[src/rtl/rf_wb_pkg.sv]
`default_nettype none
// +-----------------------------------------------------------------+
// | Module   : rf_wb_pkg                                            |
// | Purpose  : Shared types and constants for the register-file     |
// |            write-back queue                                     |
// | Revision : 1.0 - initial release                                |
// +-----------------------------------------------------------------+
package rf_wb_pkg;

  localparam int RF_AW         = 4;
  localparam int RF_DW         = 16;
  localparam int DEFAULT_DEPTH = 4;

  localparam logic SRC_ALU = 1'b0;
  localparam logic SRC_MDR = 1'b1;

  // One pending register-file write: source port, address field select,
  // destination register and the data to store.
  typedef struct packed {
    logic             src;
    logic             dstsel;
    logic [RF_AW-1:0] addr;
    logic [RF_DW-1:0] data;
  } wb_entry_t;

endpackage
`default_nettype wire

[src/rtl/rf_wb_fifo.sv]
`default_nettype none
// +-----------------------------------------------------------------+
// | Module   : rf_wb_fifo                                           |
// | Purpose  : Circular FIFO with ordered dual push, single pop and |
// |            a flat view of all occupied slots                    |
// | Revision : 1.0 - initial release                                |
// +-----------------------------------------------------------------+
module rf_wb_fifo
  import rf_wb_pkg::*;
#(
  parameter int DEPTH = DEFAULT_DEPTH
) (
  input  logic                      clk,
  input  logic                      rst,
  input  logic                      push0_en,
  input  wb_entry_t                 push0_data,
  input  logic                      push1_en,
  input  wb_entry_t                 push1_data,
  input  logic                      pop_en,
  output wb_entry_t                 head,
  output logic [$clog2(DEPTH):0]    count,
  output logic [DEPTH-1:0]          entry_valid,
  output wb_entry_t [DEPTH-1:0]     entries
);

  localparam int PW = $clog2(DEPTH);

  wb_entry_t [DEPTH-1:0] mem_q, mem_d;
  logic [PW-1:0]         wr_ptr_q, wr_ptr_d;
  logic [PW-1:0]         rd_ptr_q, rd_ptr_d;
  logic [PW:0]           count_q, count_d;
  logic [PW-1:0]         push1_slot;

  // Push0 lands at the tail, push1 right behind it; pointers wrap for free
  // because DEPTH is a power of two.
  always_comb begin
    mem_d      = mem_q;
    push1_slot = wr_ptr_q + PW'(push0_en);
    if (push0_en) mem_d[wr_ptr_q]   = push0_data;
    if (push1_en) mem_d[push1_slot] = push1_data;
    wr_ptr_d = wr_ptr_q + PW'(push0_en) + PW'(push1_en);
    rd_ptr_d = rd_ptr_q + PW'(pop_en);
    count_d  = count_q + (PW+1)'(push0_en) + (PW+1)'(push1_en) - (PW+1)'(pop_en);
  end

  // State register; reset empties the queue and discards pending writes.
  always_ff @(posedge clk) begin
    if (!rst) begin
      mem_q    <= '0;
      wr_ptr_q <= '0;
      rd_ptr_q <= '0;
      count_q  <= '0;
    end else begin
      mem_q    <= mem_d;
      wr_ptr_q <= wr_ptr_d;
      rd_ptr_q <= rd_ptr_d;
      count_q  <= count_d;
    end
  end

  // A slot is occupied when its distance from the head is below count.
  for (genvar gi = 0; gi < DEPTH; gi++) begin : g_valid
    logic [PW-1:0] offset;
    assign offset          = PW'(gi) - rd_ptr_q;
    assign entry_valid[gi] = {1'b0, offset} < count_q;
  end

  assign head    = mem_q[rd_ptr_q];
  assign count   = count_q;
  assign entries = mem_q;

endmodule
`default_nettype wire

[src/rtl/rf_writeback_queue.sv]
`default_nettype none
// +-----------------------------------------------------------------+
// | Module   : rf_writeback_queue                                   |
// | Purpose  : Buffers ALU / load results and issues one register-  |
// |            file write per cycle; reports pending-write hazards  |
// | Revision : 1.0 - initial release                                |
// +-----------------------------------------------------------------+
module rf_writeback_queue
  import rf_wb_pkg::*;
#(
  parameter int DEPTH = DEFAULT_DEPTH
) (
  input  logic             clk,
  input  logic             rst,
  input  logic             alu_valid,
  output logic             alu_ready,
  input  logic [RF_AW-1:0] alu_addr,
  input  logic             alu_dstsel,
  input  logic [RF_DW-1:0] alu_data,
  input  logic             mdr_valid,
  output logic             mdr_ready,
  input  logic [RF_AW-1:0] mdr_addr,
  input  logic             mdr_dstsel,
  input  logic [RF_DW-1:0] mdr_data,
  input  logic             rf_hold,
  output logic             wb_regwrite,
  output logic             wb_regdst,
  output logic             wb_memtoreg,
  output logic [RF_AW-1:0] wb_addr_rt,
  output logic [RF_AW-1:0] wb_addr_swlw,
  output logic [RF_DW-1:0] wb_alu_data,
  output logic [RF_DW-1:0] wb_mdr_data,
  input  logic [RF_AW-1:0] q_addr1,
  input  logic [RF_AW-1:0] q_addr2,
  output logic             q_busy1,
  output logic             q_busy2
);

  localparam int            CW        = $clog2(DEPTH) + 1;
  localparam logic [CW-1:0] ROOM1_LIM = CW'(DEPTH);
  localparam logic [CW-1:0] ROOM2_LIM = CW'(DEPTH - 1);

  logic [CW-1:0]         count;
  wb_entry_t             head;
  logic [DEPTH-1:0]      entry_valid;
  wb_entry_t [DEPTH-1:0] entries;
  wb_entry_t             mdr_entry, alu_entry;
  logic                  mdr_push, alu_push, pop;
  logic                  iss_valid_q, iss_valid_d;
  wb_entry_t             iss_entry_q, iss_entry_d;

  // Space is judged from the registered count only; when both ports offer,
  // the ALU needs a second free slot because MDR is enqueued first.
  assign mdr_ready = rst & (count < ROOM1_LIM);
  assign alu_ready = rst & (mdr_valid ? (count < ROOM2_LIM) : (count < ROOM1_LIM));

  // r0 is hardwired zero: accept such writes but never queue them.
  assign mdr_push = mdr_valid & mdr_ready & (mdr_addr != '0);
  assign alu_push = alu_valid & alu_ready & (alu_addr != '0);
  assign pop      = (count != '0) & ~rf_hold;

  assign mdr_entry = '{src: SRC_MDR, dstsel: mdr_dstsel, addr: mdr_addr, data: mdr_data};
  assign alu_entry = '{src: SRC_ALU, dstsel: alu_dstsel, addr: alu_addr, data: alu_data};

  rf_wb_fifo #(
    .DEPTH (DEPTH)
  ) u_fifo (
    .clk         (clk),
    .rst         (rst),
    .push0_en    (mdr_push),
    .push0_data  (mdr_entry),
    .push1_en    (alu_push),
    .push1_data  (alu_entry),
    .pop_en      (pop),
    .head        (head),
    .count       (count),
    .entry_valid (entry_valid),
    .entries     (entries)
  );

  // Issue register loads the head when the file can take a write, else idles.
  always_comb begin
    iss_valid_d = pop;
    iss_entry_d = pop ? head : '0;
  end

  // Issue register state.
  always_ff @(posedge clk) begin
    if (!rst) begin
      iss_valid_q <= 1'b0;
      iss_entry_q <= '0;
    end else begin
      iss_valid_q <= iss_valid_d;
      iss_entry_q <= iss_entry_d;
    end
  end

  // Demux the issued entry onto the file's address/data inputs; unused ones read 0.
  always_comb begin
    wb_regwrite  = iss_valid_q;
    wb_regdst    = iss_valid_q & iss_entry_q.dstsel;
    wb_memtoreg  = iss_valid_q & iss_entry_q.src;
    wb_addr_rt   = '0;
    wb_addr_swlw = '0;
    wb_alu_data  = '0;
    wb_mdr_data  = '0;
    if (iss_valid_q) begin
      if (iss_entry_q.dstsel) wb_addr_rt   = iss_entry_q.addr;
      else                    wb_addr_swlw = iss_entry_q.addr;
      if (iss_entry_q.src)    wb_mdr_data  = iss_entry_q.data;
      else                    wb_alu_data  = iss_entry_q.data;
    end
  end

  // Hazard lookup: any queued or in-flight write to a nonzero read address.
  always_comb begin
    q_busy1 = iss_valid_q & (iss_entry_q.addr == q_addr1);
    q_busy2 = iss_valid_q & (iss_entry_q.addr == q_addr2);
    for (int i = 0; i < DEPTH; i++) begin
      if (entry_valid[i] && (entries[i].addr == q_addr1)) q_busy1 = 1'b1;
      if (entry_valid[i] && (entries[i].addr == q_addr2)) q_busy2 = 1'b1;
    end
    if (q_addr1 == '0) q_busy1 = 1'b0;
    if (q_addr2 == '0) q_busy2 = 1'b0;
  end

endmodule
`default_nettype wire

[config.mk]
export PLATFORM = sky130hd
export DESIGN_NAME = rf_writeback_queue
export DESIGN_NICKNAME = d
export VERILOG_FILES = /design/src/rtl/rf_wb_pkg.sv /design/src/rtl/rf_wb_fifo.sv /design/src/rtl/rf_writeback_queue.sv
export SDC_FILE = /design/constraint.sdc
export NUM_CORES = 1
export LEC_CHECK = 0
export BUFFER_PORTS_ARGS = -buffer_cell sky130_fd_sc_hd__buf_2
export CAP_MARGIN = 20
export CORE_ASPECT_RATIO = 1.1
export CORE_MARGIN = 2
export CORE_UTILIZATION = 55
export CTS_CLUSTER_DIAMETER = 120
export DETAILED_ROUTE_END_ITERATION = 16
export GPL_TIMING_DRIVEN = 1
export PLACE_DENSITY = 0.78
export SETUP_SLACK_MARGIN = 0.1
export SYNTH_ARGS = -nofsm -noshare
export SYNTH_HDL_FRONTEND = slang
export SYNTH_HIERARCHICAL = 1
export SYNTH_SLANG_ARGS = --single-unit
[constraint.sdc]
create_clock -name clk -period 7.05 [get_ports clk]
set_clock_uncertainty 0.15 [all_clocks]
set_input_delay 1.41 -clock clk [delete_from_list [all_inputs] [get_ports clk]]
set_output_delay 1.41 -clock clk [all_outputs]
set_load 0.03 [all_outputs]
# --- Yosys cells after proc, flatten, opt, wreduce, memory -nomap -nowiden ---
# Cells that the tools add are included.
word_totals:
  reg_bits: 118
  input_bits: 55
  output_inout_bits: 47
  word_cells: 112
op_classes:
  n_addsub: 10
  order_cmp: 11
  eq_ne: 10
  mux: 29
  bitwise_logic: 12
  n_reduce_logical: 16
op_table:
  columns: ["op", "count"]
  rows:
  - ["$bwmux 88", 2]
  - ["$mux 88", 2]
  - ["$demux 22 s2", 2]
  - ["$mux 22", 3]
  - ["$mux 16", 4]
  - ["$bmux 22 s2", 1]
  - ["$eq 4x4->1", 10]
  - ["$mux 4", 4]
  - ["$lt 2x3->1", 4]
  - ["$and 1x1->1", 11]
  - ["$mux 1", 11]
  - ["$logic_and 1x1->1", 10]
  - ["$lt 2x3->1 const B", 3]
  - ["$logic_not 4->1", 2]
  - ["$reduce_bool 4->1", 2]
  - ["$add 2x1->2", 3]
  - ["$add 3x1->3", 2]
  - ["$ge 2x1->1 const B", 2]
  - ["$sub 1x2->2 const A", 2]
  - ["$sub 2x2->2 const A", 2]
  - ["$lt 3x2->1 const B", 1]
  - ["$lt 3x3->1 const B", 1]
  - ["$reduce_bool 3->1", 1]
  - ["$sub 3x1->3", 1]
  - ["2 further kinds", 2]

# --- Depth between registers and ports, before layout ---
logic_depth:
  word_depth: 11
  depth_mapped: 10
  ltp_nobuf: 10

# --- Cells and area by module ---
# Netlist, hierarchy kept.
by_module_without_submodules:
  columns: ["module", "n_inst", "cells_each", "area_per_inst_um2", "seq_area_each_um2"]
  rows:
  - ["rf_wb_fifo", 1, 583, 5058.6, 1901.8]
  - ["rf_writeback_queue", 1, 182, 1521.5, 460.4]

# --- Worst setup path after synthesis ---
# Ideal clock, no wire load.
synth_timing:
  path_kind: "input to output"
  startpoint: "in q_addr2[1]"
  endpoint: "out q_busy2"
  t_arrival_ps: 2570
  required_time_ps: 5490
  setup_slack_ps: 2920
  cell_stages: 5
  path_cell_list: "buf_6 xor2_1 nor4_1 a31oi_1 a31oi_1"
synth_via:
  elab_chain_len: 7
  elab_cells_between_ends: 16
  classes_between: "eq/ne: 5; mux: 5; bitwise: 1; reduce/logical: 5"
synth_lines:
  columns: ["item", "line_no", "text"]
  rows:
  - ["start: declaration", "rf_writeback_queue.sv:34", "input logic [RF_AW-1:0] q_addr2,"]
  - ["$eq 4x4->1 (on tied branches)", "rf_writeback_queue.sv:118, rf_writeback_queue.sv:121", null]
  - ["$and 1x1->1 / $logic_and 1x1->1 (equally long branches)", "rf_writeback_queue.sv:118, rf_writeback_queue.sv:121", null]
  - ["$mux 1 (4 in a row)", "rf_writeback_queue.sv:121", "if (entry_valid[i] && (entries[i].addr == q_addr2)) q_busy2 = 1'b1;"]
  - ["$mux 1 *", "rf_writeback_queue.sv:124", "if (q_addr2 == '0) q_busy2 = 1'b0;"]
  - ["end: declaration", "rf_writeback_queue.sv:36", "output logic q_busy2"]
# Every way passes the cells marked *; elsewhere a longest branch is shown, timed or not.

# --- Worst setup path in the final report ---
layout_timing:
  startpoint: "in rst"
  endpoint: "reg u_fifo.mem_q, in the netlist u_fifo/entries[52]"
layout_via:
  elab_chain_len: 10
  elab_cells_between_ends: 15
  classes_between: "add/sub: 1; order compare: 2; mux: 5; bitwise: 6; reduce/logical: 1"
layout_lines:
  columns: ["item", "line_no", "text"]
  rows:
  - ["start: declaration", "rf_writeback_queue.sv:14", "input logic rst,"]
  - ["$and 1x1->1 *", "rf_writeback_queue.sv:54", "assign mdr_ready = rst & (count < ROOM1_LIM);"]
  - ["$and 1x1->1 * (2 in a row)", "rf_writeback_queue.sv:58", "assign mdr_push = mdr_valid & mdr_ready & (mdr_addr != '0);"]
  - ["net mdr_push", "rf_writeback_queue.sv:48", "logic mdr_push, alu_push, pop;"]
  - ["$add 2x1->2", "rf_wb_fifo.sv:38", "push1_slot = wr_ptr_q + PW'(push0_en);"]
  - ["$lt 2x3->1 (implied by the code) / $ge 2x1->1 (equally long branches)", "rf_wb_fifo.sv:40", "if (push1_en) mem_d[push1_slot] = push1_data;"]
  - ["$logic_and 1x1->1 (implied by the code)", "rf_wb_fifo.sv:40", null]
  - ["$mux 22 (implied by the code)", "rf_wb_fifo.sv:40", null]
  - ["$demux 22 s2", null, null]
  - ["$bwmux 88", "rf_wb_fifo.sv:40", null]
  - ["$mux 88 *", "rf_wb_fifo.sv:40", null]
  - ["end signal: assignment", "rf_wb_fifo.sv:54", "mem_q <= mem_d;"]
  - ["end: declaration", "rf_wb_fifo.sv:28", "wb_entry_t [DEPTH-1:0] mem_q, mem_d;"]
# Mark *: on every way through the listed nets, which the timed path passes. The rest lies on a longest branch.
# A chain may end at the register's enable or synchronous reset.

==> results.cfg <==
[status]
outcome = finished, final reports clean

[setup_path]
arrival_ns = 4.61
cp_cell_sequence = buf_2 -> and2b_1 -> nand2_1 -> nor2_1 -> ha_1 -> xor2_4 -> buf_4 -> nand2b_1 -> a31oi_1
path_class = in2reg
path_max_fanout = 25
required_ns = 7.23
max_stage_delay_ns = 0.64
critPathLaunchType = primary input
critPathSlowestCell = xor2_4
critPathCaptureType = flip-flop

[cts]
clkTransAtPathRegs_ns = 0.06
post-cts-setup-buffers = 0
worstSkewPairLatency_ns = 0.41
cts_root_buf = clkbuf_16
cts_buffers = 17
cts_sinks = 118
postCtsHoldBufs = 0
cts_resized = 0
cts.path.max_buffers = 2
htreeDepth = 4
cts_tree = done

[layout]
final_nets = 890
fillCellCount = 980
multi_input_area_sq_mm = 0.00387
syn_to_final_growth_pct = 16.6
regArea_sq_mm = 0.00236
diodes = 0
drive_gt1_share_pct = 22.0

[die]
core_area_sq_mm = 0.0116
dieWidth_um = 108
rows = 41
dieArea_sq_mm = 0.0129
start_util_pct = 56.8
io_pins = 102
dieHeight_um = 119

[grt]
grt_pass1_vias = 6049
grt_max_degree = 119
globalRouteMet3Util_pct = 6.51
use_met1_pct = 39.1
antenna_found_initial = 0
grt_busiest_layer = met2
grt_usage_pct = 30.9
grt_overflow_total = 0
grt.met2_usage_pct = 48.2
grt_pass1_wl_um = 30900

[yosys]
syn-cell-area_sq_mm = 0.00658
synth_top_area_share_pct = 35.9
syn_avg_cell_area_sq_um = 8.60
ys_types = 38
synth_top_cell_by_area = dfxtp_1
synthFlopType = dfxtp_1
synth_most_common_cell = nand2_1
synthTopCellsByCount = nand2_1 (183), dfxtp_1 (118), o31ai_1 (88)
synth-edff-count = 0
synth_cells = 765
synth.area.top_cells = dfxtp_1 (36%), nand2_1 (10%), o31ai_1 (10%)
async_reset_ff_share_pct = 0
yosys_warnings = 6
yosysSeqAreaShare_pct = 35.9
synth_seq_cells = 118

[power]
p_leak_nw = 3.06
peakVddDrop_mv = 0.171
power_density_mw_per_mm2 = 321

[routing]
via_per_inst = 6.35
drtIter0Drc = 791
wl_per_cell_um = 19.9
dr.pass1.iters = 8
vias = 6278
drt-total-wl_um = 19600
ant_nets = 0
post-route-drc-count = 0

[sta]
hold_viol = 0
fin_tns_setup_ns = 0
setup_ws_ns = 2.62
tightest_slew_ns = 1.12
rsz0062_at_grt = no
fmax_mhz = 226
slew_headroom_pct = 25.0
fin_crit_sh_pct = 62.8
fin_crit_ns = 4.43
slew_viol_final = 0
setup_viol = 0

[place]
io_buffers = 101
pre_cts_slack_ns = 2.29
place_congestion = 0.883
hpwl_um = 12200

[job]
max-cap-violations = 0

[min_path]
min-delay-path-class = reg2reg
-- final cells by class --
| type | count | share of cell area [%] |
|---|---|---|
| clock buffer | 18 | 5.72 |
| clock inverter | 14 | 2.58 |
| inverter | 7 | 0.342 |
| multi-input combinational | 570 | 50.4 |
| sequential | 118 | 30.8 |
| tap | 150 | 2.45 |
| timing repair buffer | 111 | 7.71 |
-- registers in the layout, indices dropped and copies added (netlist names) --
signal	cells
u_fifo/wr_ptr_q	2
u_fifo/rd_ptr_q	2
wb_regwrite	1
u_fifo/entries	88
iss_entry_q	22
u_fifo/count	3
-- per-layer routing --
metal,part of all wire [%],vias to the layer above
met5,0,-
met4,4.4,0
met3,10,84
met2,46,411
met1,39,2896
li1,-,2887
-- cell families (layout without fill, tap and decap cells) --
family / count (synthesis) / count (layout) / share of synthesized area [%]
and+or+nand+nor: 295 / 295 / 21.3
AOI/OAI and AO/OA: 188 / 188 / 20.4
DFF: 118 / 118 / 35.9
buffers and inverters: 83 / 150 / 6.05
xor gates and xnor gates: 47 / 47 / 6.54
muxes: 22 / 22 / 7.53
adders and majority gates: 10 / 10 / 2.13
other: 2 / 8 / 0.114
-- through the flow --
| stage | cell area [sq um] | utilization (%) | hold slack [ns] | instances | total power [mW] |
|---|---|---|---|---|---|
| floorplan | 6600 | - | 0.294 | 771 | 1.35 |
| global placement | 7010 | 60.5 | 0.308 | 954 | 1.50 |
| detailed placement | 7010 | 60.5 | 0.318 | 954 | 1.53 |
| CTS | 7650 | 66.0 | 0.326 | 986 | 2.45 |
| global route | 7670 | 66.2 | 0.343 | 988 | 2.57 |
| finish | 7670 | 66.2 | 0.327 | 988 | 2.46 |
-- cells in the final DEF (no fill, tap or decap), types with 8 or more instances in the layout --
master     count
a31oi_2       10
buf_4          8
clkbuf_16     17
o31ai_1       88
xnor2_1       13
and2_1        30
xor2_1        32
a31oi_1       85
nand2_1      183
ha_1           8
and3_1        44
dfxtp_1      118
mux4_2        22
buf_2        101
conb_1         8
-- path summary, 6_finish.rpt --
check             slack (ns)  depth (start not counted)                       endpoint                         start
setup / recovery        2.62                          9  u_fifo/entries[52]$_SDFF_PN0_                           rst
hold / removal          0.33                          2   u_fifo/entries[3]$_SDFF_PN0_  u_fifo/entries[3]$_SDFF_PN0_
setup reg to reg        3.23                          8  u_fifo/entries[52]$_SDFF_PN0_    u_fifo/count[2]$_SDFF_PN0_
hold reg to reg         0.33                          2   u_fifo/entries[3]$_SDFF_PN0_  u_fifo/entries[3]$_SDFF_PN0_
-- worst max-delay path: cells and delay by family --
kind	cells	cell delay [ns]
AO/OA/AOI/OAI	1	0.38
XOR/XNOR	1	0.64
adder cells (fa/ha/maj)	1	0.45
AND/OR/NAND/NOR	4	1.22
buffers and inverters	2	0.50
-- report_power, final --
group / switching (mW) / leakage [nW] / total, mW / internal [mW]
sequential: 0.0821 / 0.958 / 0.836 / 0.754
clock: 0.317 / 0.307 / 0.921 / 0.603
combinational: 0.431 / 1.80 / 0.706 / 0.275
No activity file was read; power rests on OpenSTA's default activity.
